File: config.mk
export PLATFORM = sky130hd
export DESIGN_NAME = hssaer_tx_arb
export DESIGN_NICKNAME = d
export VERILOG_FILES = /design/src/rtl/hssaer_tx_arb_pkg.sv /design/src/rtl/hssaer_rr_pick.sv /design/src/rtl/hssaer_tx_arb.sv
export SDC_FILE = /design/constraint.sdc
export NUM_CORES = 1
export LEC_CHECK = 0
export ABC_AREA = 1
export CAP_MARGIN = 20
export CORE_MARGIN = 2
export CORE_UTILIZATION = 35
export DETAILED_ROUTE_END_ITERATION = 12
export GPL_ROUTABILITY_DRIVEN = 0
export MAX_ROUTING_LAYER = met4
export PLACE_DENSITY = 0.65
export SYNTH_ARGS = -nofsm -noshare
export SYNTH_HDL_FRONTEND = slang
export SYNTH_SLANG_ARGS = --single-unit
export TNS_END_PERCENT = 30
File: constraint.sdc
create_clock -name clkp -period 2.88 [get_ports clkp]
set_clock_uncertainty 0.2 [all_clocks]
set_input_delay 0.576 -clock clkp [delete_from_list [all_inputs] [get_ports clkp]]
set_output_delay 0.576 -clock clkp [all_outputs]
set_load 0.01 [all_outputs]
File: src/rtl/hssaer_tx_arb_pkg.sv
// hssaer_tx_arb_pkg: shared defaults and tag-concatenation width rule for the HSSAER TX arbiter
package hssaer_tx_arb_pkg;
  localparam int def_dsize = 16;
  localparam int def_nch = 4;
  localparam int def_chw = 2;
  localparam int def_kaper = 1024;
  function automatic int pay_w(input int dsize, input int chw);
    return dsize - chw;
  endfunction
endpackage

File: src/rtl/hssaer_rr_pick.sv
// hssaer_rr_pick: combinational round-robin picker searching upward from ptr+1 with wrap
module hssaer_rr_pick #(
  parameter int nch = 4,
  parameter int iw = 2
) (
  input  logic [nch-1:0] req,
  input  logic [iw-1:0]  ptr,
  output logic [nch-1:0] gnt,
  output logic [iw-1:0]  idx,
  output logic           any
);
  logic [iw-1:0] j;
  always_comb begin
    gnt = '0;
    idx = '0;
    any = 1'b0;
    j = '0;
    for (int k = 1; k <= nch; k++) begin
      j = iw'((int'(ptr) + k) % nch);
      if (!any && req[j]) begin
        any = 1'b1;
        idx = j;
        gnt[j] = 1'b1;
      end
    end
  end
endmodule

File: src/rtl/hssaer_tx_arb.sv
// hssaer_tx_arb: round-robin merge of tagged channel events into one HSSAER transmitter, with keepalive
module hssaer_tx_arb
  import hssaer_tx_arb_pkg::*;
#(
  parameter int dsize = def_dsize,
  parameter int nch = def_nch,
  parameter int chw = def_chw,
  parameter int kaper = def_kaper
) (
  input  logic                          clkp,
  input  logic                          rst,
  input  logic [nch*pay_w(dsize,chw)-1:0] ch_ae,
  input  logic [nch-1:0]                ch_src_rdy,
  output logic [nch-1:0]                ch_dst_rdy,
  input  logic [nch-1:0]                ch_en,
  output logic [dsize-1:0]              ae,
  output logic                          src_rdy,
  input  logic                          dst_rdy,
  output logic                          keepalive,
  output logic                          busy
);
  localparam int aw = pay_w(dsize, chw);
  localparam int pw = $clog2(nch);
  localparam int kw = kaper > 0 ? $clog2(kaper + 1) : 1;
  logic [pw-1:0] ptr;
  logic [pw-1:0] idx;
  logic [nch-1:0] gnt;
  logic any;
  logic [kw-1:0] kcnt;
  logic load_ok;
  logic grant;
  assign load_ok = ~src_rdy | dst_rdy;
  assign ch_dst_rdy = (load_ok && !rst) ? gnt : '0;
  assign grant = |ch_dst_rdy;
  assign busy = src_rdy | |(ch_en & ch_src_rdy);
  hssaer_rr_pick #(.nch(nch), .iw(pw)) u_pick (
    .req(ch_en & ch_src_rdy),
    .ptr(ptr),
    .gnt(gnt),
    .idx(idx),
    .any(any)
  );
  always_ff @(posedge clkp) begin
    if (rst) begin
      src_rdy <= 1'b0;
      ae <= '0;
      ptr <= pw'(nch - 1);
      kcnt <= '0;
      keepalive <= 1'b0;
    end else begin
      if (grant) begin
        ae <= {chw'(idx), ch_ae[int'(idx)*aw +: aw]};
        src_rdy <= 1'b1;
        ptr <= idx;
      end else if (dst_rdy) begin
        src_rdy <= 1'b0;
      end
      keepalive <= 1'b0;
      if (kaper == 0 || grant) begin
        kcnt <= '0;
      end else if (!src_rdy) begin
        kcnt <= kcnt == kw'(kaper - 1) ? '0 : kcnt + 1'b1;
        keepalive <= kcnt == kw'(kaper - 1);
      end
    end
  end
endmodule

* Word level (Yosys, flattened, before mapping)
Cells that the tools add are included.
** Storage, ports and cells
- Input bits :: 67
- Bits in registers :: 31
- Logic and storage cells :: 76
- Output and inout bits :: 23
** Cells by class
- Bitwise operators :: 7
- Reduce and logical (&&, ||, !) cells :: 17
- Add/subtract/negate cells :: 5
- Magnitude comparators :: 8
- Shifts and indexed selects :: 1
- Equality and inequality tests :: 1
- Multiplexer cells :: 31
- Multipliers :: 1
** Operators with widths (number)
- $shiftx A56 B7 Y14 :: 1
- $mux W4 :: 5
- $mux W1 :: 13
- $lt A2 B3 Y1 const B :: 4
- $or A4 B4 Y4 :: 3
- $add A11 B1 Y11 const B :: 1
- $eq A11 B10 Y1 const B :: 1
- $mux W11 :: 1
- $bmux W1 S2 :: 4
- $demux W1 S2 :: 4
- $ge A2 B1 Y1 const B :: 4
- $logic_and A1 B1 Y1 :: 8
- $mux W2 :: 4
- $reduce_or A4 Y1 :: 2
- $reduce_or A6 Y1 :: 1
- $mul A2 B3 Y5 const B :: 1
- $reduce_or A5 Y1 :: 1
- $add A2 B1 Y2 const B :: 2
- $add A2 B2 Y2 const B :: 2
- $and A4 B4 Y4 :: 1
- $logic_not A1 Y1 :: 4
- $or A1 B1 Y1 :: 2
- $reduce_bool A2 Y1 :: 1
- $not A1 Y1 :: 1

* Depth between registers and ports, before layout
Gate-level depths: netlist of run 1.
- Depth in word-level cells :: 16
- Depth in mapped cells :: 17
- Mapped depth without buffers :: 15

* Modules after synthesis
From an unflattened synthesis of run 1, not the netlist that was laid out.
** Second synthesis, totals
- Cell total of the unflattened synthesis :: 452
- Area total of the unflattened synthesis :: 2671.3 um^2
** Modules (own cells, without submodules)
- hssaer_tx_arb :: cells an instance 371, instances 1, sequential area each 620.6 um^2, area an instance 2135.8 um^2
- hssaer_rr_pick :: cells an instance 81, instances 1, sequential area each 0.0 um^2, area an instance 535.5 um^2

* Least setup slack after synthesis of run 1
Ideal clock, no wire load.
- Path kind :: register to output
- Start :: register ptr[1]
- End :: output port ch_dst_rdy[3]
- Required time :: 2.104 ns
- Arrival :: 1.764 ns
- Path buffers :: 0
- Cell stages (with the launch flop) :: 11
- Setup slack :: 0.340 ns
- Cells stage by stage :: dfxtp_1 -> inv_1 -> ha_1 -> inv_1 -> nand3_2 -> nand2_4 -> nor2_8 -> nand4_1 -> nand3b_1 -> nand2_1 -> inv_1
** Between the ends
- Cells in the longest elaborated chain, start to end :: 14
- Elaborated cells between the ends (all ways) :: 49
- Classes of those cells :: add/sub (4); order compare (8); mux (24); bitwise (3); reduce/logical (10)
** Ends and longest elaborated chain
- from (decl) :: RTL line hssaer_tx_arb.sv:25 : logic [pw-1:0] ptr;
- from (signal assigned) :: RTL line hssaer_tx_arb.sv:47 : ptr <= pw'(nch - 1);
- from (signal assigned) :: RTL line hssaer_tx_arb.sv:54 : ptr <= idx;
- branches (longest 12 deep; another with $lt A2 B3 Y1)
- $mux W4 (*) :: RTL line hssaer_rr_pick.sv:20 : if (!any && req[j]) begin
- $mux W4 (*) :: RTL line hssaer_tx_arb.sv:33 : assign ch_dst_rdy = (load_ok && !rst) ? gnt : '0;
- to (decl) :: RTL line hssaer_tx_arb.sv:14 : output logic [nch-1:0] ch_dst_rdy,
Every way passes the cells marked *. The select of a mux whose other input is x is not followed.

* Final worst setup path of run 1
- Start :: register ptr[0]
- End :: output port ch_dst_rdy[3]
Same word-level chain as after synthesis.

==> out/results.ini, run 1 <==
[sta]
slew_headroom=0.569
setup_viol=0
setup_tns_ns=0
worstMarginPinSlew_ns=0.640
whs_ns=0.266
maxSlewViolCount=0
finalCriticalPeriod_ns=2.81
hold_viol_final=0
min_period_over_period=0.974
fmax_mhz=356

[layout]
instances_no_fill=604
mostFrequentLayoutCells=nand2_1, clkdlybuf4s50_1, nand3_1, buf_4, inv_1
drive_gt1_frac=0.187
fill_cells=672
layout_commonest_cell=nand2_1
num_antenna_cells=0
area_growth_syn_to_layout_pct=55.6
fin_util=0.560
fin_nets=583

[cts]
cts_hold_buf=0
numCtsBuffers=5
clock_path_buffers=2
htree_num_levels=2
root_buffer=clkbuf_8
cts_tree=built
clk_latency_ns=0.28
cts.clk_slew.worst_paths_ns=0.07
clock-sinks=31

[logic_synthesis]
yosysSeqAreaShare=0.254
syn_avg_cell_area_sq_um=6.34
netlist_area_sq_um=2450
synth_nets=462
ys.warnings.count=0
synth_seq_cells=31
synth_cells=386
synthDistinctLibCells=31

[status]
status=finished clean

[critical_path]
timing.rr.start=ptr[1]$_SDFFE_PP1P_
reg2regPathDepth=19
critPathMaxStageDelay_ns=0.35
worstSetupPathType=reg2out
critPathArrivalTime_ns=2.03
r2r_end=ae[0]$_SDFFE_PP0P_
crit_slowest_cell=dfxtp_2
rrSetupSlack_ns=0.27
worstPathCellList=inv_2, ha_4, buf_4, nand3_2, nand2_4, nor2_8, buf_6, nand4_1, nand3b_1, nand2_1, inv_1, buf_2
crit_family=simple AND/OR/NAND/NOR gates
crit_fanout=4
critPathBufInv=5
required_ns=2.10
end_kind=output pin
start_kind=flop

[routing]
drc=0
wl_mm=7.40
drt_iter0_drc=152
via_per_inst=4.75
postRouteAntennaNets=0
dr.pass1.iters=5
wl_per_cell_um=12.2
vias=2870

[power_and_ir_drop]
power_frac_seq=0.146
power.share.clock=0.093
leakage_nw=1.83
power_density_nw_per_um2=1090
switching_share=0.479
peakVddDrop_uv=521
power.total_mw=4.16
combPwrFrac=0.761
net-switching-power_mw=1.99
intPower_mw=2.16

[floorplanning]
die-area_sq_um=7680
io_pins=90
start_util=0.360
die_w_um=87.6
core_sq_um=6790
rows=30
chipHeight_um=87.6

[min_path]
whs_endpoint=kcnt[10]$_SDFFE_PP0N_
worstHoldPathType=reg2reg
min_path_cells=2
hp-start=kcnt[10]$_SDFFE_PP0N_

[placement]
io_buffers=89
numPlacedInstances=585
hpwl_mm=5.48

[grt]
grt_max_degree=29
grt_overflow=0
grt_pass1_wl_mm=11.9
grt_pass1_vias=2676
antenna_found_initial=0
grtUsageTotal=0.200

[run]
cap_violations=0

## kinds of logic (layout without fill, tap and decap cells)
logic type	after synthesis	count (layout)	synth area share
compound gates	36	36	0.0798
fa+ha+maj	9	9	0.0460
buf+inv	54	176	0.111
simple gates	252	252	0.495
xor+xnor	4	4	0.0143
flops	31	31	0.254
## worst reg2reg max path: stages, from the launching register on
cell     delay (ns)
dfxtp_1        0.33
inv_1          0.08
ha_4           0.29
buf_4          0.11
nand3_2        0.11
nand2_4        0.12
nor2_8         0.06
buf_6          0.12
buf_4          0.13
buf_4          0.12
nand2_1        0.06
nand3_2        0.10
nand2_1        0.11
buf_4          0.21
nand2_1        0.07
nand2_1        0.06
nand2_1        0.04
o21ai_1        0.12
nand2_1        0.08
nand2_1        0.06
## cell usage after synthesis
cell type	number	area, sq um
nor2_4	2	22.5
ha_1	9	113
o21ai_4	1	16.3
nand3_2	9	90.1
nor2_2	3	18.8
buf_4	7	52.6
nor4_1	1	6.26
or2_2	3	18.8
dfxtp_1	31	621
nand2_1	132	495
clkbuf_1	1	3.75
nand2_4	3	33.8
nor2_8	1	20.0
xor2_1	2	17.5
nor3_1	2	10.0
nand3b_1	5	37.5
inv_1	33	124
o21ai_2	1	8.76
nand4_1	8	50.1
clkinv_1	1	3.75
nor2_1	18	67.6
inv_2	3	11.3
nand3_4	1	17.5
nand2_2	3	18.8
a21oi_1	13	65.1
o21ai_1	11	55.1
o21ai_0	10	50.1
buf_2	4	20.0
buf_6	5	56.3
xnor2_1	2	17.5
nand3_1	61	305
## layout make-up
class,count,area (sq um),area share
Timing Repair Buffer,131,1220,0.320
Clock buffer,7,96.3,0.0253
Clock inverter,1,7.51,0.00197
Multi-Input combinational cell,301,1600,0.421
Tap cell,96,120,0.0315
Inverter,37,139,0.0365
Sequential cell,31,622,0.163
## metrics by stage
stage               setup slack [ns]  cell area, sq um
floorplan                      0.340              2450
global placement              -0.329              3580
detailed placement            -0.371              3580
CTS                          -0.0286              3730
global route                -0.00756              3810
finish                        0.0748              3810
## power by group through the flow
stage          Combinational (mW)  Clock [mW]  Sequential [mW]
2_1_floorplan                1.94           0            0.648
3_3_place_gp                 2.96           0            0.611
3_5_place_dp                 2.99           0            0.613
4_1_cts                      3.06       0.395            0.607
5_1_grt                      3.53       0.414            0.620
6_report                     3.16       0.385            0.608
## registers in the layout, summed over array words and instances (netlist names)
| signal | count |
|---|---|
| ae | 16 |
| ptr | 2 |
| src_rdy | 1 |
| keepalive | 1 |
| kcnt | 11 |
## how the worst max path moves through the flow
stage / startpoint / cells past startpoint / end
5_1_grt: ptr[1]$_SDFFE_PP1P_ / 12 / ch_dst_rdy[3]
3_3_place_gp: ch_en[3] / 12 / ch_dst_rdy[1]
6_report: ptr[0]$_SDFFE_PP1P_ / 12 / ch_dst_rdy[3]
3_5_place_dp: ch_src_rdy[1] / 11 / ch_dst_rdy[3]
4_1_cts: ch_src_rdy[1] / 12 / ch_dst_rdy[0]
2_1_floorplan: ptr[1]$_SDFFE_PP1P_ / 10 / ch_dst_rdy[3]
## metal layers
| metal | global-route usage | up-vias | part of all wire |
|---|---|---|---|
| li1 | - | 1485 | - |
| met1 | 0.249 | 1265 | 0.45 |
| met2 | 0.323 | 102 | 0.46 |
| met3 | 0.0490 | 18 | 0.069 |
| met4 | 0.0573 | 0 | 0.022 |
| met5 | - | - | 0 |
## what timing repair did
action,in CTS,in global routing
gates cloned,0,0
pin swaps,8,9
setup endpoints to repair,4,17
resized for setup,26,15
setup buffers,6,5
(Power assumes the default switching activity.)
==> run 2, diff against run 1 <==
--- a/config.mk
+++ b/config.mk
@@ -5,14 +5,13 @@
 export SDC_FILE = /design/constraint.sdc
 export NUM_CORES = 1
 export LEC_CHECK = 0
-export ABC_AREA = 1
 export CAP_MARGIN = 20
 export CORE_MARGIN = 2
 export CORE_UTILIZATION = 35
 export DETAILED_ROUTE_END_ITERATION = 12
 export GPL_ROUTABILITY_DRIVEN = 0
 export MAX_ROUTING_LAYER = met4
-export PLACE_DENSITY = 0.65
+export PLACE_DENSITY = 0.67
 export SYNTH_ARGS = -nofsm -noshare
 export SYNTH_HDL_FRONTEND = slang
 export SYNTH_SLANG_ARGS = --single-unit
==> constraint.sdc (replaced) <==
create_clock -name clkp -period 3.39 [get_ports clkp]
set_clock_uncertainty 0.2 [all_clocks]
set_input_delay 0.678 -clock clkp [delete_from_list [all_inputs] [get_ports clkp]]
set_output_delay 0.678 -clock clkp [all_outputs]
set_load 0.01 [all_outputs]
==> run 2 against run 1 <==
  * Power decreased by 26%
  * Hold slack got worse by 0.017 ns
  * Highest routed layer unchanged
  * Largest power group unchanged
  * Design area fell by 1.5%
==> out/results.ini, run 2 <==
[sta]
maxSlewViolCount=0  ; unchanged
setup_viol=0  ; unchanged
rsz0062_at_grt=no
whs_ns=0.250  ; -0.0165 ns
fmax_mhz=302
min_period_over_period=0.976
hold_viol_final=0  ; unchanged
slew_headroom=0.596  ; +0.0264
finalCriticalPeriod_ns=3.31
worstMarginPinSlew_ns=0.604  ; -0.0359 ns

[logic_synthesis]
ys.warnings.count=0  ; unchanged
synthTopCellsByCount=dfxtp_1, nand2_1, mux4_2, nor2b_1
synthDistinctLibCells=47  ; +52%
synth_most_common_cell=dfxtp_1
async_reset_ff_frac=0  ; unchanged
synth.area.top_cells=dfxtp_1, mux4_2, mux2_4, ha_1, nand2_1
synth_top_area_frac=0.273  ; +0.0192
netlist_area_sq_um=2270  ; -7.1%
syn_avg_cell_area_sq_um=10.0  ; +58%
ys.flop_type=dfxtp_1
synth_edf_count=0  ; unchanged
synth_cells=227  ; -41%
yosysSeqAreaShare=0.273  ; +0.0192
synth_largest_area_cell=dfxtp_1
synth_seq_cells=31  ; unchanged
synth_nets=303  ; -34%

[floorplanning]
io_pins=90  ; unchanged
core_sq_um=6310  ; -7.1%
rows=29  ; -3.3%
die-area_sq_um=7160  ; -6.7%
start_util=0.360  ; about the same
chipHeight_um=84.6  ; -3.4%
die_w_um=84.6  ; -3.4%

[routing]
vias=2335  ; -19%
via_per_inst=5.43  ; +14%
top_layer=met4
dr.pass1.iters=4  ; -1
met1_length_mm=2.77  ; -16%
wl_mm=7.08  ; -4.4%
wl_per_cell_um=16.5  ; +34%
met2WireLength_mm=3.74  ; +9.6%
drt_iter0_drc=48  ; -68%
drc=0  ; unchanged
wl_met3_um=364  ; -28%
postRouteAntennaNets=0  ; unchanged

[critical_path]
crit_slowest_cell=mux4_2
critPathMaxStageDelay_ns=0.58  ; +0.23 ns
critPathArrivalTime_ns=2.43  ; +0.40 ns
start_kind=flop
worstSetupPathType=reg2out
required_ns=2.51  ; +0.41 ns
crit_top_cell=buf_6
crit_family=buffers and inverters
end_kind=output pin
crit_fanout=17  ; +13
worstPathCellList=inv_4, buf_6, mux4_2, buf_6, a32o_1, a221o_1, dlygate4sd2_1
critPathBufInv=4  ; -1

[placement]
io_buffers=89  ; unchanged
numPlacedInstances=409  ; -30%
hpwl_mm=5.05  ; -7.8%

[layout]
largest_register_ffs=16  ; unchanged
top_register=ae
multi_input_area_sq_um=1630  ; +1.7%
area_growth_syn_to_layout_pct=64.9
num_antenna_cells=0  ; unchanged
fin_nets=428  ; -27%
regArea_sq_um=626  ; +0.60%
reg_top3=ae: 16 flops, kcnt: 11 flops, ptr: 2 flops
layout_commonest_cell=clkdlybuf4s50_1
instances_no_fill=430  ; -29%
drive_gt1_frac=0.297  ; +0.110
fill_cells=540  ; -20%
mostFrequentLayoutCells=clkdlybuf4s50_1, buf_4, dfxtp_1, nand2_1, mux4_2

[power_and_ir_drop]
power_density_nw_per_um2=819  ; -25%
leakage_nw=1.51  ; -17%
peakVddDrop_uv=564  ; +8.1%

[cts]
htree_num_levels=2  ; unchanged
cts_tree=built
numCtsBuffers=5  ; unchanged
root_buffer=clkbuf_8
cts_hold_buf=0  ; unchanged
clock_path_buffers=2  ; unchanged
clock-sinks=31  ; unchanged
clk_latency_ns=0.29  ; about the same
cts.clk_slew.worst_paths_ns=0.07  ; about the same

[status]
status=finished clean

[grt]
grt_pass1_vias=2340  ; -13%
grt_overflow=0  ; unchanged
grt_max_degree=25  ; -14%
grtUsageTotal=0.203  ; +0.00213
grt_pass1_wl_mm=11.2  ; -6.1%
antenna_found_initial=0  ; unchanged

[min_path]
worstHoldPathType=reg2reg

[run]
cap_violations=0  ; unchanged

run 2: changes by cell type after synthesis, moves of 9 or more:
| cell | previous run | this run |
|---|---|---|
| nand2_1 | 132 | 23 |
| mux2_4 | 0 | 9 |
| nand3_1 | 61 | 0 |
| o21ai_0 | 10 | 1 |
| inv_1 | 33 | 8 |
| nor2_1 | 18 | 8 |
| mux4_2 | 0 | 15 |
| nor2b_1 | 0 | 12 |
| o21ai_1 | 11 | 2 |
run 2: power breakdown:
group | total, mW | internal (mW) | switching, mW
Clock | 0.375 | 0.237 | 0.138
Combinational | 2.18 | 1.26 | 0.919
Sequential | 0.520 | 0.467 | 0.0530
Total | 3.07 | 1.96 | 1.11
run 2: cell type report:
class | instances | area share
clock buffers | 6 | 0.0220
flip-flops and latches | 31 | 0.167
multi-input cells | 174 | 0.435
inverters | 9 | 0.00968
well taps | 77 | 0.0257
repair buffers | 131 | 0.332
clock inverters | 2 | 0.00934
run 2: worst paths after layout:
kind,to,slack [ns],from,cells after the start
setup / recovery,ch_dst_rdy[0],0.08,ptr[0]$_SDFFE_PP1P_,7
setup reg to reg,ae[13]$_SDFFE_PP0P_,0.08,ptr[0]$_SDFFE_PP1P_,9
hold / removal,keepalive$_SDFF_PP0_,0.25,kcnt[10]$_SDFFE_PP0N_,1
hold reg to reg,keepalive$_SDFF_PP0_,0.25,kcnt[10]$_SDFFE_PP0N_,1
run 2: kinds of logic (layout without fill, tap and decap cells):
kind of cell,after synthesis,after routing,share of synthesized area
AO/OA/AOI/OAI,48,48,0.171
XOR/XNOR,9,9,0.0347
adder cells (fa/ha/maj),9,9,0.0495
buffers and inverters,22,148,0.0468
flip-flops,31,31,0.273
multiplexers,32,32,0.244
AND/OR/NAND/NOR,76,76,0.182
run 2: metal layers:
layer | up-vias | global-route usage
met5 | - | -
met4 | 0 | 0.0837
met3 | 21 | 0.0256
met2 | 87 | 0.354
met1 | 1097 | 0.233
li1 | 1130 | -
run 2: metrics by stage:
step / cell area [sq um] / TNS (ns) / util / total power [mW] / setup slack, ns
finish: 3750 / 0 / 0.594 / 3.07 / 0.0813
global route: 3750 / 0 / 0.594 / 3.27 / 0.00957
CTS: 3780 / 0 / 0.599 / 3.06 / 0.00383
detailed placement: 3480 / -13.30 / 0.552 / 2.44 / -0.480
global placement: 3480 / -11.34 / 0.552 / 2.42 / -0.410
floorplan: 2350 / -0.727 / - / 1.81 / -0.0808
run 2: worst reg2reg max path: cells and delay by family, from the launching register on:
kind | cells | cell delay (ns)
AO/OA/AOI/OAI | 2 | 0.53
buffers and inverters | 4 | 0.58
flip-flops | 1 | 0.36
multiplexers | 2 | 0.87
AND/OR/NAND/NOR | 1 | 0.64
run 2: repair_timing:
item / CTS / global route
gates cloned: 2 / 0
endpoints found under the hold margin: 0 / 0
setup buffers: 10 / 1
pin swaps: 7 / 8
endpoints found under the setup margin: 27 / 28
resized for setup: 45 / 14
